$ cat src/rtl/alu_seq_unit_if.sv
// rtl/alu_seq_unit_if.sv - Start/Done request/result bundle for alu_seq_unit
interface alu_seq_unit_if #(
    parameter int WIDTH = 32
) ();
    logic             Start;
    logic [WIDTH-1:0] SrcA;
    logic [WIDTH-1:0] SrcB;
    logic [3:0]       ALUControl;
    logic             Busy;
    logic             Done;
    logic [WIDTH-1:0] ALUResult;
    logic [WIDTH-1:0] HiResult;
    logic             ZeroFlag;
    logic             Overflow;
    logic             IllegalOp;

    modport master (
        output Start, SrcA, SrcB, ALUControl,
        input  Busy, Done, ALUResult, HiResult, ZeroFlag, Overflow, IllegalOp
    );

    modport slave (
        input  Start, SrcA, SrcB, ALUControl,
        output Busy, Done, ALUResult, HiResult, ZeroFlag, Overflow, IllegalOp
    );
endinterface

$ cat src/rtl/alu_seq_unit.sv
// rtl/alu_seq_unit.sv - registered ALU with Start/Done handshake; ALU_MULT_EN adds an iterative MULTU
module alu_seq_unit #(
    parameter int WIDTH = 32
) (
    input logic           CLK,
    input logic           ResetN,
    alu_seq_unit_if.slave bus
);
    localparam int SHW = $clog2(WIDTH);

    localparam logic [3:0] OP_AND  = 4'd0;
    localparam logic [3:0] OP_OR   = 4'd1;
    localparam logic [3:0] OP_ADD  = 4'd2;
    localparam logic [3:0] OP_SUB  = 4'd3;
    localparam logic [3:0] OP_XOR  = 4'd4;
    localparam logic [3:0] OP_NOR  = 4'd5;
    localparam logic [3:0] OP_SLT  = 4'd6;
    localparam logic [3:0] OP_SLTU = 4'd7;
    localparam logic [3:0] OP_SLL  = 4'd8;
    localparam logic [3:0] OP_SRL  = 4'd9;
    localparam logic [3:0] OP_SRA  = 4'd10;

    logic             done_q, done_d;
    logic [WIDTH-1:0] alu_result_q, alu_result_d;
    logic [WIDTH-1:0] hi_result_q, hi_result_d;
    logic             zero_q, zero_d;
    logic             ovf_q, ovf_d;
    logic             illegal_q, illegal_d;

    logic [WIDTH-1:0] sum, diff, op_result;
    logic [SHW-1:0]   shamt;
    logic             op_ovf, op_illegal, take_single;

    assign sum   = bus.SrcA + bus.SrcB;
    assign diff  = bus.SrcA - bus.SrcB;
    assign shamt = bus.SrcB[SHW-1:0];

`ifdef ALU_MULT_EN
    localparam logic [3:0] OP_MULTU = 4'd11;

    typedef enum logic {S_IDLE, S_MUL} state_t;
    state_t               state_q, state_d;
    logic [2*WIDTH-1:0]   prod_q, prod_d, step_prod;
    logic [WIDTH-1:0]     mcand_q, mcand_d;
    logic [SHW:0]         cnt_q, cnt_d;
    logic [WIDTH:0]       step_hi;

    // prod_q = {partial high word, remaining multiplier bits}; one shift-add per cycle
    assign step_hi     = {1'b0, prod_q[2*WIDTH-1:WIDTH]} + (prod_q[0] ? {1'b0, mcand_q} : '0);
    assign step_prod   = {step_hi, prod_q[WIDTH-1:1]};
    assign take_single = (state_q == S_IDLE) && bus.Start && (bus.ALUControl != OP_MULTU);
    assign bus.Busy    = (state_q == S_MUL);
`else
    assign take_single = bus.Start;
    assign bus.Busy    = 1'b0;
`endif

    always_comb begin
        op_result  = '0;
        op_ovf     = 1'b0;
        op_illegal = 1'b0;
        case (bus.ALUControl)
            OP_AND:  op_result = bus.SrcA & bus.SrcB;
            OP_OR:   op_result = bus.SrcA | bus.SrcB;
            OP_ADD: begin
                op_result = sum;
                op_ovf    = (bus.SrcA[WIDTH-1] == bus.SrcB[WIDTH-1]) && (sum[WIDTH-1] != bus.SrcA[WIDTH-1]);
            end
            OP_SUB: begin
                op_result = diff;
                op_ovf    = (bus.SrcA[WIDTH-1] != bus.SrcB[WIDTH-1]) && (diff[WIDTH-1] != bus.SrcA[WIDTH-1]);
            end
            OP_XOR:  op_result = bus.SrcA ^ bus.SrcB;
            OP_NOR:  op_result = ~(bus.SrcA | bus.SrcB);
            OP_SLT:  op_result = {{(WIDTH-1){1'b0}}, $signed(bus.SrcA) < $signed(bus.SrcB)};
            OP_SLTU: op_result = {{(WIDTH-1){1'b0}}, bus.SrcA < bus.SrcB};
            OP_SLL:  op_result = bus.SrcA << shamt;
            OP_SRL:  op_result = bus.SrcA >> shamt;
            OP_SRA:  op_result = $signed(bus.SrcA) >>> shamt;
`ifdef ALU_MULT_EN
            OP_MULTU: op_result = '0;
`endif
            default: op_illegal = 1'b1;
        endcase
    end

    always_comb begin
        done_d       = 1'b0;
        alu_result_d = alu_result_q;
        hi_result_d  = hi_result_q;
        zero_d       = zero_q;
        ovf_d        = ovf_q;
        illegal_d    = illegal_q;
        if (take_single) begin
            done_d       = 1'b1;
            alu_result_d = op_result;
            hi_result_d  = '0;
            zero_d       = (op_result == '0);
            ovf_d        = op_ovf;
            illegal_d    = op_illegal;
        end
`ifdef ALU_MULT_EN
        state_d = state_q;
        prod_d  = prod_q;
        mcand_d = mcand_q;
        cnt_d   = cnt_q;
        case (state_q)
            S_IDLE: begin
                if (bus.Start && (bus.ALUControl == OP_MULTU)) begin
                    state_d = S_MUL;
                    prod_d  = {{WIDTH{1'b0}}, bus.SrcB};
                    mcand_d = bus.SrcA;
                    cnt_d   = (SHW+1)'(WIDTH);
                end
            end
            S_MUL: begin
                prod_d = step_prod;
                cnt_d  = cnt_q - (SHW+1)'(1);
                if (cnt_q == (SHW+1)'(1)) begin
                    state_d      = S_IDLE;
                    done_d       = 1'b1;
                    alu_result_d = step_prod[WIDTH-1:0];
                    hi_result_d  = step_prod[2*WIDTH-1:WIDTH];
                    zero_d       = (step_prod[WIDTH-1:0] == '0);
                    ovf_d        = 1'b0;
                    illegal_d    = 1'b0;
                end
            end
            default: state_d = S_IDLE;
        endcase
`endif
    end

    always_ff @(posedge CLK) begin
        if (!ResetN) begin
            done_q       <= 1'b0;
            alu_result_q <= '0;
            hi_result_q  <= '0;
            zero_q       <= 1'b0;
            ovf_q        <= 1'b0;
            illegal_q    <= 1'b0;
`ifdef ALU_MULT_EN
            state_q      <= S_IDLE;
            prod_q       <= '0;
            mcand_q      <= '0;
            cnt_q        <= '0;
`endif
        end else begin
            done_q       <= done_d;
            alu_result_q <= alu_result_d;
            hi_result_q  <= hi_result_d;
            zero_q       <= zero_d;
            ovf_q        <= ovf_d;
            illegal_q    <= illegal_d;
`ifdef ALU_MULT_EN
            state_q      <= state_d;
            prod_q       <= prod_d;
            mcand_q      <= mcand_d;
            cnt_q        <= cnt_d;
`endif
        end
    end

    assign bus.Done      = done_q;
    assign bus.ALUResult = alu_result_q;
    assign bus.HiResult  = hi_result_q;
    assign bus.ZeroFlag  = zero_q;
    assign bus.Overflow  = ovf_q;
    assign bus.IllegalOp = illegal_q;
endmodule

$ cat src/flat_wrapper.sv
// flat-port wrapper written by rule: the top's interface ports become plain ports
module alu_seq_unit_flat 
#(
    parameter int WIDTH = 32
)
  (CLK, ResetN, bus_Start, bus_SrcA, bus_SrcB, bus_ALUControl, bus_Busy, bus_Done, bus_ALUResult, bus_HiResult, bus_ZeroFlag, bus_Overflow, bus_IllegalOp);
  alu_seq_unit_if #(.WIDTH(WIDTH)) bus_i ();
  input logic CLK;
  input logic ResetN;
  input wire logic [$bits(bus_i.Start)-1:0] bus_Start;
  input wire logic [$bits(bus_i.SrcA)-1:0] bus_SrcA;
  input wire logic [$bits(bus_i.SrcB)-1:0] bus_SrcB;
  input wire logic [$bits(bus_i.ALUControl)-1:0] bus_ALUControl;
  output wire logic [$bits(bus_i.Busy)-1:0] bus_Busy;
  output wire logic [$bits(bus_i.Done)-1:0] bus_Done;
  output wire logic [$bits(bus_i.ALUResult)-1:0] bus_ALUResult;
  output wire logic [$bits(bus_i.HiResult)-1:0] bus_HiResult;
  output wire logic [$bits(bus_i.ZeroFlag)-1:0] bus_ZeroFlag;
  output wire logic [$bits(bus_i.Overflow)-1:0] bus_Overflow;
  output wire logic [$bits(bus_i.IllegalOp)-1:0] bus_IllegalOp;
  assign bus_i.Start = bus_Start;
  assign bus_i.SrcA = bus_SrcA;
  assign bus_i.SrcB = bus_SrcB;
  assign bus_i.ALUControl = bus_ALUControl;
  assign bus_Busy = bus_i.Busy;
  assign bus_Done = bus_i.Done;
  assign bus_ALUResult = bus_i.ALUResult;
  assign bus_HiResult = bus_i.HiResult;
  assign bus_ZeroFlag = bus_i.ZeroFlag;
  assign bus_Overflow = bus_i.Overflow;
  assign bus_IllegalOp = bus_i.IllegalOp;
  alu_seq_unit #(.WIDTH(WIDTH)) u_core (.CLK(CLK), .ResetN(ResetN), .bus(bus_i));
endmodule
$ cat config.mk
export PLATFORM = sky130hd
export DESIGN_NAME = alu_seq_unit_flat
export DESIGN_NICKNAME = d
export VERILOG_FILES = /design/src/rtl/alu_seq_unit_if.sv /design/src/rtl/alu_seq_unit.sv /design/src/flat_wrapper.sv
export SDC_FILE = /design/constraint.sdc
export NUM_CORES = 1
export LEC_CHECK = 0
export CAP_MARGIN = 0
export CORE_MARGIN = 4
export CORE_UTILIZATION = 25
export DETAILED_ROUTE_END_ITERATION = 12
export PLACE_DENSITY = 0.51
export SETUP_SLACK_MARGIN = 0.1
export SLEW_MARGIN = 20
export SYNTH_ARGS = -nofsm -noshare
export SYNTH_HDL_FRONTEND = slang
export SYNTH_SLANG_ARGS = --single-unit
$ cat constraint.sdc
create_clock -name CLK -period 6.46 [get_ports CLK]
set_input_delay 1.292 -clock CLK [delete_from_list [all_inputs] [get_ports CLK]]
set_output_delay 1.292 -clock CLK [all_outputs]
set_load 0.1 [all_outputs]
== Word level (Yosys, flattened, before mapping) ==
Index checks and enable logic that the tools add are counted.

* Muxes and demuxes: 4
* Reduce and logical (&&, ||, !) cells: 5
* Div/mod/pow operators: 0
* Order comparisons: 2
* Bitwise gates (word level): 4
* Shift-type cells: 3
* Equality and inequality tests: 14
* Add/sub/neg operators: 2
* Multiply operators: 0

{| class="wikitable"
|+ Operators by type and width
! operator !! number
|-
| $pmux 32 s11 || 1
|-
| $lt 32x32->1 || 2
|-
| $add 32x32->32 || 1
|-
| $and 32x32->32 || 1
|-
| $logic_not 32->1 || 1
|-
| $not 32->32 || 1
|-
| $or 32x32->32 || 1
|-
| $shl 32x5->32 || 1
|-
| $shr 32x5->32 || 1
|-
| $sshr 32x5->32 || 1
|-
| $sub 32x32->32 || 1
|-
| $xor 32x32->32 || 1
|-
| $eq 4x3->1 const B || 4
|-
| $eq 4x4->1 const B || 3
|-
| $reduce_or 11->1 || 1
|-
| $eq 4x2->1 const B || 2
|-
| $eq 4x1->1 const B || 1
|-
| $logic_not 4->1 || 1
|-
| $ne 1x1->1 || 3
|-
| $logic_and 1x1->1 || 2
|-
| $mux 1 || 2
|-
| $pmux 1 s2 || 1
|-
| $eq 1x1->1 || 1
|}

* Memory bits (writable): 0
* Bits in read-only memories: 0
* Bits of input ports: 71
* Flip-flop bits (word level): 36
* Bits in latches: 0
* Output and inout bits: 69
* Memories kept: 0

== Depth between registers and ports, before layout ==
Gate-level depths: netlist (run 1).

* Depth in word-level cells: 4
* Mapped depth: 18

== Worst setup path after synthesis (run 1) ==
Ideal clock, no wire load.

* Path kind: input to register
* Start: input bus_SrcB[2]
* End: register u_core.zero_q (netlist: u_core.bus.ZeroFlag)
* Buffers on the path: 3
* Arrival: 5.179 ns
* Slack: 1.222 ns
* Stages: 17
* Cells stage by stage: buf_2 > clkinv_1 > buf_1 > clkbuf_1 > ha_1 > o21ba_1 > or4_1 > nand2_1 > nor2_1 > a211o_1 > a211oi_1 > nand3_1 > or4_1 > nor4_1 > nand4_1 > nor4_1 > a31o_1

* Cells in the longest elaborated chain, start to end: 4
* Elaborated cells on any way between the ends: 13
* Classes of those cells: add/sub (2); order compare (2); shift (3); mux (1); bitwise (4); reduce/logical (1)

{| class="wikitable"
|+ RTL lines
! item !! RTL line !! RTL
|-
| start, declared || flat_wrapper.sv:12 || <nowiki>input wire logic [$bits(bus_i.SrcB)-1:0] bus_SrcB;</nowiki>
|-
| parallel branches: the longest is 2 deep, another holds $sub 32x32->32 || - ||
|-
| $pmux 32 s11 (*) || alu_seq_unit.sv:62 || <nowiki>case (bus.ALUControl)</nowiki>
|-
| $logic_not 32->1 (*) || alu_seq_unit.sv:98 || <nowiki>zero_d = (op_result == '0);</nowiki>
|-
| end signal, assigned || alu_seq_unit.sv:152 || <nowiki>zero_q <= zero_d;</nowiki>
|-
| end, declared || alu_seq_unit.sv:26 || <nowiki>logic zero_q, zero_d;</nowiki>
|}

Mark *: on every way between the ends.
A chain may end at the register's enable or synchronous reset.

== Final worst setup path (run 1) ==
* Start: input bus_SrcA[0]
* End: register u_core.zero_q (netlist: u_core.bus.ZeroFlag)

* Cells in the longest elaborated chain, start to end: 4
* Elaborated cells on any way between the ends: 13
* Classes of those cells: add/sub (2); order compare (2); shift (3); mux (1); bitwise (4); reduce/logical (1)

{| class="wikitable"
|+ RTL lines
! item !! RTL line !! RTL
|-
| start, declared || flat_wrapper.sv:11 || <nowiki>input wire logic [$bits(bus_i.SrcA)-1:0] bus_SrcA;</nowiki>
|-
| parallel branches: the longest is 2 deep, another holds $sub 32x32->32 || - ||
|-
| $pmux 32 s11 (*) || alu_seq_unit.sv:62 ||
|-
| $logic_not 32->1 (*) || alu_seq_unit.sv:98 ||
|}

Marks and branches as above.

==> results of run 1 <==
[sequential cells by signal, summed over array words and instances, names as in the netlist]
register	cells
u_core.bus.ALUResult	32
u_core.bus.Done	1
u_core.bus.IllegalOp	1
u_core.bus.Overflow	1
u_core.bus.ZeroFlag	1
[worst max-delay path, cell delays in order]
cell,delay [ns]
clkdlybuf4s50_1,0.62
inv_1,0.10
ha_1,0.23
fa_1,0.42
o21ba_1,0.21
or4_1,0.46
nand2_1,0.19
nor2_1,0.06
a211o_1,0.27
a211oi_1,0.48
nand3_1,0.12
or4_1,0.62
nor4_1,0.45
nand4_1,0.17
nor4_1,0.26
a31o_1,0.17
[area by class of cell]
class,instances,area (sq um),area share
well taps,600,751,0.0566
repair buffers,181,1640,0.123
flip-flops and latches,36,721,0.0543
inverters,101,379,0.0286
multi-input cells,1382,9630,0.726
clock buffers,6,139,0.0105
clock inverters,2,10.0,0.000755
[synth_stat cells (20+ instances only)]
master,instances,area share
a211oi_1,45,0.029
clkbuf_1,85,0.028
dfxtp_1,36,0.063
nor2_1,168,0.055
nand2_1,140,0.046
o211ai_1,29,0.019
xnor2_1,30,0.023
buf_2,30,0.013
nor3_1,36,0.016
ha_1,106,0.12
o31ai_1,21,0.014
nand3_1,33,0.014
a21oi_1,149,0.065
mux2i_1,87,0.076
inv_1,96,0.031
buf_4,39,0.026
mux2_2,23,0.023
a22oi_1,20,0.013
o22ai_1,31,0.017
o21ai_0,104,0.045
[through the flow]
step                      area, sq um  power (mW)  utilization
final                           13300        1.80        0.292
after detailed placement        13100        1.53        0.289
after global routing            13300        1.88        0.292
after floorplan                 11600        1.12            -
after global placement          13100        1.53        0.289
after CTS                       13300        1.78        0.292
[layer usage]
layer / track usage / up-vias / part of all wire
li1: - / 6206 / -
met1: 0.332 / 6599 / 0.44
met2: 0.365 / 789 / 0.43
met3: 0.0354 / 130 / 0.084
met4: 0.0834 / 6 / 0.042
met5: 0 / - / 0.00073
[logic make-up (layout without fill, tap and decap cells)]
family | after synthesis | after routing | synth area share
fa+ha+maj | 108 | 108 | 0.119
flops | 36 | 36 | 0.0628
buf+inv | 270 | 290 | 0.109
other cells | 1 | 33 | 0.000327
xor+xnor | 32 | 32 | 0.0244
compound gates | 584 | 584 | 0.338
mux | 138 | 138 | 0.149
simple gates | 487 | 487 | 0.197
[cells in the final DEF (no fill, tap or decap), types with 17 or more instances in the layout]
cell             instances
a22oi_1                 20
clkdlybuf4s50_1        100
o22ai_1                 31
o21ai_0                104
a21oi_1                149
buf_4                   74
mux2_2                  23
nor2_1                 168
mux2i_1                 87
nand3_1                 33
a221oi_1                17
xnor2_1                 30
o211ai_1                29
a211oi_1                45
o31ai_1                 21
nor3_1                  36
nand2_1                140
a31oi_1                 19
conb_1                  33
inv_1                   96
mux4_2                  19
ha_1                   106
dfxtp_1                 36
[where the power goes]
group	internal [mW]	total (mW)	switching (mW)
Clock	0.152	0.237	0.0858
Sequential	0.240	0.250	0.00951
Combinational	0.403	1.31	0.910
Total	0.794	1.80	1.01
[worst min path at each step]
stage,startpoint,endpoint,slack [ns]
global placement,u_core.bus.ALUResult[16],u_core.bus.ALUResult[16],0.45
detailed placement,u_core.bus.ALUResult[16],u_core.bus.ALUResult[16],0.46
global route,u_core.bus.ALUResult[16],u_core.bus.ALUResult[16],0.50
floorplan,u_core.bus.ALUResult[16],u_core.bus.ALUResult[16],0.89
finish,u_core.bus.ALUResult[16],u_core.bus.ALUResult[16],0.46
CTS,u_core.bus.ALUResult[16],u_core.bus.ALUResult[16],0.47
==> results.py, run 1 <==
metrics = {
    "timing": {
        "rsz0062_at_grt": "no",
        "fmax_mhz": 170,
        "skew_ns": 0,
        "holdWs_ns": 0.464,
        "fin_crit_sh": 0.913,
        "relSlewSlack": 0.198,
        "layout_setup_ws_ns": 0.563,
        "finalHoldViolCount": 0,
        "tightest_slew_ns": 1.19,
        "setup_viol": 0,
        "drv_slew": 0,
        "fin_crit_ns": 5.90,
        "fin_tns_setup_ns": 0,
    },
    "floorplanning": {
        "die-width_microns": 222,
        "core_sq_um": 45400,
        "die_h_microns": 222,
        "rows": 78,
        "io_pins": 140,
        "start_util": 0.253,
        "fp.dieArea_sq_um": 49400,
    },
    "setup_path": {
        "end_kind": "register",
        "required_ns": 6.68,
        "r2r_setup_slack_ns": 5.43,
        "startpoint": "bus_SrcA[0]",
        "critical_path_peak_fanout": 6,
        "reg2reg_to": "u_core.bus.ALUResult[6]",
        "r2r_cells": 2,
        "endpoint": "u_core.bus.ZeroFlag",
        "crit_type": "input port to register",
        "critPathArrivalTime_ns": 6.12,
        "cp-start-kind": "input port",
        "r2r-start": "u_core.bus.ALUResult[6]",
    },
    "placement": {
        "dp_slack_ns": 0.353,
        "place_inst": 2300,
        "place.gp.congestion": 1.05,
        "io_buffers": 106,
        "hpwlAfterDp_microns": 50300,
    },
    "routing": {
        "dr.pass1.iters": 8,
        "drc": 0,
        "wl_microns": 61900,
        "vias": 13700,
        "drt-wirelength-per-cell_microns": 26.8,
        "postRouteAntennaNets": 0,
        "drt_iter0_drc": 1597,
        "viasPerCell": 5.95,
    },
    "layout": {
        "fillers": 4993,
        "diodes": 0,
        "stdcell_count": 2308,
        "drive_gt1_frac": 0.0948,
        "area_growth_pct": 15.7,
        "final_nets": 1886,
    },
    "min_path": {
        "hold_depth": 2,
        "hp-class": "register to register",
    },
    "cts": {
        "cts_buffers": 5,
        "clock_path_buffers": 2,
        "cts_hold_buf": 0,
        "htreeDepth": 2,
        "path_clk_slew_ns": 0.05,
        "cts_tree": "yes",
        "cts-resized-gates": 0,
        "clk_latency_ns": 0.28,
        "post_cts_buffers": 0,
        "clock-sinks": 36,
        "cts_root_buf": "clkbuf_16",
    },
    "global_route": {
        "grt_antenna_before_repair": 4,
        "grt_pass1_wl_microns": 89700,
        "grt_pass1_vias": 12900,
        "grt_max_degree": 87,
        "grt_use_total": 0.235,
        "overflow": 0,
    },
    "flow_run": {
        "maxCapViolations": 0,
    },
    "synth": {
        "ys_seq_elements": 36,
        "synth_flop_cell": "dfxtp_1",
        "yosysWarnings": 0,
        "synth-edff-count": 0,
        "async_flop_share": 0,
        "synth.cell_area_sq_um": 11500,
        "avgSynthCellArea_sq_um": 6.92,
        "seq_area_frac_synth": 0.0628,
        "synth_cell_types": 90,
        "syn_inst": 1656,
    },
    "run_status": {
        "status": "finished clean",
    },
    "pwr": {
        "ir_worst_vdd_mv": 0.220,
        "power.leakage_nw": 5.40,
        "powerDensity_nw_per_um2": 136,
    },
}
(Power assumes the default switching activity.)
==> inputs of run 2 (changes only) <==
CELL_PAD_IN_SITES_DETAIL_PLACEMENT = 0   (was default)
CELL_PAD_IN_SITES_GLOBAL_PLACEMENT = 2   (was default)
CORE_UTILIZATION = 33   (was 25)
PLACE_DENSITY = 0.93   (was 0.51)
==> results.py, run 2 (same netlist as run 1, synthesis figures left out) <==
metrics = {
    "cts": {
        "clock-sinks": 36,
        "cts_buffers": 5,
        "cts_root_buf": "clkbuf_16",
        "post_cts_buffers": 0,
        "cts_tree": "yes",
        "path_clk_slew_ns": 0.05,
        "clk_latency_ns": 0.28,
        "cts_hold_buf": 0,
        "clock_path_buffers": 2,
        "htreeDepth": 2,
        "cts-resized-gates": 0,
    },
    "global_route": {
        "grt_use_total": 0.304,
        "grt_antenna_before_repair": 1,
        "grt_pass1_wl_microns": 88900,
        "overflow": 0,
        "grt_max_degree": 64,
        "grt_pass1_vias": 13000,
    },
    "min_path": {
        "hold_start": "u_core.bus.ALUResult[16]",
        "holdPathEnd": "u_core.bus.ALUResult[16]",
        "hold_depth": 2,
        "hp-class": "register to register",
    },
    "layout": {
        "drive_gt1_frac": 0.101,
        "layout_commonest_cell": "nor2_1",
        "final_area_sq_um": 13200,
        "final_nets": 1897,
        "mostFrequentLayoutCells": "nor2_1, a21oi_1, nand2_1",
        "largest_register_ff_count": 32,
        "final_util": 0.383,
        "diodes": 0,
        "fillers": 3707,
        "area_growth_pct": 14.8,
    },
    "pwr": {
        "powerDensity_nw_per_um2": 138,
        "p_total_mw": 1.82,
        "power.leakage_nw": 5.45,
        "ir_worst_vdd_mv": 0.138,
    },
    "timing": {
        "relSlewSlack": 0.314,
        "fin_tns_setup_ns": 0,
        "holdWs_ns": 0.451,
        "skew_ns": 0,
        "fmax_mhz": 169,
        "finalHoldViolCount": 0,
        "setup_viol": 0,
        "fin_crit_sh": 0.915,
        "tightest_slew_ns": 1.03,
        "rsz0062_at_grt": "no",
        "fin_crit_ns": 5.91,
        "drv_slew": 0,
    },
    "setup_path": {
        "r2r-start": "u_core.bus.ALUResult[1]",
        "critical_path_peak_fanout": 6,
        "end_kind": "register",
        "required_ns": 6.69,
        "cp-start-kind": "input port",
        "r2r_setup_slack_ns": 5.70,
        "crit_type": "input port to register",
        "r2r_cells": 2,
        "critPathArrivalTime_ns": 6.14,
        "reg2reg_to": "u_core.bus.ALUResult[1]",
    },
    "placement": {
        "place_area_sq_um": 13000,
        "hpwlAfterDp_microns": 50000,
        "io_buffers": 106,
        "place.gp.congestion": 1.06,
    },
    "routing": {
        "wl_microns": 61300,
        "dr.pass1.iters": 6,
        "drt_iter0_drc": 2164,
        "vias": 14000,
        "postRouteAntennaNets": 0,
        "drc": 0,
        "viasPerCell": 6.46,
        "drt-wirelength-per-cell_microns": 28.2,
    },
    "floorplanning": {
        "rows": 68,
        "io_pins": 140,
        "start_util": 0.334,
        "fp.dieArea_sq_um": 37800,
        "core_sq_um": 34400,
        "die_h_microns": 194,
        "die-width_microns": 194,
    },
    "run_status": {
        "status": "finished clean",
    },
    "flow_run": {
        "maxCapViolations": 0,
    },
}
## run 2: final cells by class
type	instances	area (sq um)	area share
flip-flops and latches	36	721	0.0548
well taps	455	569	0.0433
clock buffers	7	153	0.0116
inverters	101	379	0.0288
repair buffers	192	1710	0.130
multi-input cells	1382	9630	0.732
## run 2: layer usage
metal	share of wire	global-route usage	wire [microns]	vias to the layer above
met1	0.43	0.426	26100	6704
met3	0.088	0.0348	5380	151
met5	0	0	0	-
met4	0.038	0.0891	2330	0
met2	0.45	0.494	27500	936
li1	-	-	-	6243
## run 2: power breakdown
group | switching [mW] | internal, mW
Combinational | 0.913 | 0.406
Clock | 0.0909 | 0.162
Sequential | 0.00955 | 0.240
Total | 1.01 | 0.808
## run 2: worst max path at each step
stage	endpoint	startpoint
final	u_core.bus.ZeroFlag	bus_SrcA[0]
after global routing	u_core.bus.ZeroFlag	bus_SrcA[0]
after CTS	u_core.bus.ZeroFlag	bus_SrcA[0]
after detailed placement	u_core.bus.ZeroFlag	bus_SrcA[0]
after global placement	u_core.bus.ZeroFlag	bus_SrcA[0]
after floorplan	u_core.bus.ZeroFlag	bus_SrcB[2]
## run 2: metrics by stage
step	cells	setup WS, ns
final	2173	0.547
after global routing	2173	0.285
after CTS	2173	0.631
after detailed placement	2166	0.353
after global placement	2166	0.368
after floorplan	1688	1.22
## run 2: critical path, stage by stage
cell and delay, ns:
clkdlybuf4s50_1 0.60, inv_1 0.10, ha_1 0.22, fa_1 0.39, o21ba_1 0.21, or4_1 0.48, a21oi_1 0.32, o21ai_0 0.34
a21oi_1 0.54, a21oi_1 0.24, nor4_1 0.37, o21a_1 0.23, and3_1 0.16, nand4_1 0.13, nor4_1 0.33, a31o_1 0.18
==> inputs of run 3 (changes only) <==
SLEW_MARGIN = 40   (was 20)
==> results.py, run 3 (same netlist as run 1, synthesis figures left out) <==
metrics = {
    "setup_path": {
        "cpMaxStageDelayCell": "clkdlybuf4s50_1",
        "worstPathCellList": "clkdlybuf4s50_1 -> inv_1 -> ha_1 -> fa_1 -> o21ba_1 -> or4_1 -> a21oi_1 -> o21ai_0 -> a21oi_1 -> a21oi_1 -> nor4_1 -> o21a_1 -> and3_1 -> nand4_1 -> nor4_1 -> a31o_1",
        "r2r_setup_slack_ns": 5.65,
        "r2r_cells": 2,
        "required_ns": 6.69,
        "end_kind": "register",
        "cp-start-kind": "input port",
        "critical_path_peak_fanout": 6,
        "cp_top_family": "compound AO/OA/AOI/OAI gates",
        "r2r-start": "u_core.bus.ALUResult[6]",
        "cp.depth": 16,
        "critPathArrivalTime_ns": 6.15,
        "crit_type": "input port to register",
        "cpPeakStageDelay_ns": 0.59,
        "cpMostUsedCell": "a21oi_1",
        "startpoint": "bus_SrcA[0]",
        "path_buf_inv": 2,
    },
    "placement": {
        "place_inst": 2166,
        "dp_slack_ns": 0.379,
        "io_buffers": 106,
        "place.gp.congestion": 1.06,
        "hpwlAfterDp_microns": 50000,
    },
    "layout": {
        "area_growth_pct": 13.4,
        "fillers": 3755,
        "drive_gt1_frac": 0.123,
        "mostFrequentLayoutCells": "nor2_1, a21oi_1, nand2_1",
        "final_nets": 1897,
        "diodes": 0,
        "stdcell_count": 2174,
        "largest_register_ff_count": 32,
        "layout_commonest_cell": "nor2_1",
    },
    "timing": {
        "drv_slew": 0,
        "skew_ns": 0,
        "rsz0062_at_grt": "no",
        "fmax_mhz": 169,
        "fin_crit_ns": 5.93,
        "relSlewSlack": 0.371,
        "fin_crit_sh": 0.918,
        "tightest_slew_ns": 0.940,
        "fin_tns_setup_ns": 0,
        "finalHoldViolCount": 0,
        "layout_setup_ws_ns": 0.533,
        "setup_viol": 0,
    },
    "cts": {
        "clock-sinks": 36,
        "clk_latency_ns": 0.28,
        "cts_buffers": 5,
        "path_clk_slew_ns": 0.06,
        "cts_root_buf": "clkbuf_16",
        "cts_hold_buf": 0,
        "clock_path_buffers": 2,
        "cts_tree": "yes",
        "cts-resized-gates": 0,
        "htreeDepth": 2,
        "post_cts_buffers": 0,
    },
    "routing": {
        "drt_iter0_drc": 2198,
        "dr.pass1.iters": 6,
        "wl_microns": 61500,
        "postRouteAntennaNets": 0,
        "drc": 0,
        "vias": 14000,
        "drt-wirelength-per-cell_microns": 28.3,
        "viasPerCell": 6.45,
    },
    "global_route": {
        "grt_max_degree": 64,
        "overflow": 0,
        "use_met2": 0.486,
        "grt_antenna_before_repair": 2,
        "grt_busiest_layer": "met2",
        "gr-usage-met1": 0.419,
        "grt_pass1_vias": 13000,
        "grt_pass1_wl_microns": 89300,
        "met3_usage": 0.0544,
        "grt_use_total": 0.306,
    },
    "floorplanning": {
        "io_pins": 140,
        "rows": 68,
        "core_sq_um": 34400,
        "start_util": 0.334,
        "fp.dieArea_sq_um": 37800,
        "die-width_microns": 194,
        "die_h_microns": 194,
    },
    "pwr": {
        "ir_worst_vdd_mv": 0.162,
        "p_total_mw": 1.83,
        "power.leakage_nw": 5.50,
        "powerDensity_nw_per_um2": 141,
    },
    "flow_run": {
        "maxCapViolations": 0,
    },
    "run_status": {
        "status": "finished clean",
    },
    "min_path": {
        "hold_start": "u_core.bus.ALUResult[16]",
        "hp-class": "register to register",
        "hold_depth": 2,
    },
}
-- run 3: cell count changes in the layout (fill, tap and decap cells not counted), sizes merged --
cell           change
clkdlybuf4s50     -36
clkbuf             -1
clkinv             +1
bufinv             +1
buf               +36
-- run 3: final timing paths --
kind                                    to
setup / recovery       u_core.bus.ZeroFlag
hold reg to reg   u_core.bus.ALUResult[16]
setup reg to reg   u_core.bus.ALUResult[6]
hold / removal    u_core.bus.ALUResult[16]
-- run 3: worst reg2reg max path, cell delays in order (launching register included) --
cell	delay [ns]
dfxtp_1	0.41
o21ai_0	0.13
a31oi_1	0.19
-- run 3: final cells by class --
class,instances,area [sq um],area share
clock buffers,6,129,0.00991
clock inverters,2,35.0,0.00269
inverters,101,379,0.0292
multi-input cells,1382,9640,0.742
flip-flops and latches,36,721,0.0554
well taps,455,569,0.0438
repair buffers,192,1530,0.117
-- run 3: per-stage QoR --
stage	hold slack, ns	utilization	instance area, sq um
2_1_floorplan	0.885	-	11600
3_3_place_gp	0.446	0.378	13000
3_5_place_dp	0.455	0.373	12800
4_1_cts	0.463	0.378	13000
5_1_grt	0.503	0.378	13000
6_report	0.456	0.378	13000
-- run 3: power by group --
group / switching [mW] / total [mW] / internal (mW) / leakage [nW]
Combinational: 0.915 / 1.30 / 0.390 / 5.12
Sequential: 0.00956 / 0.250 / 0.240 / 0.298
Clock: 0.0921 / 0.274 / 0.181 / 0.0808
-- run 3: layer usage --
metal / wire [microns] / vias to the layer above
met5: 30 / -
met1: 25600 / 6733
met4: 2740 / 4
li1: - / 6235
met3: 6110 / 149
met2: 27000 / 905
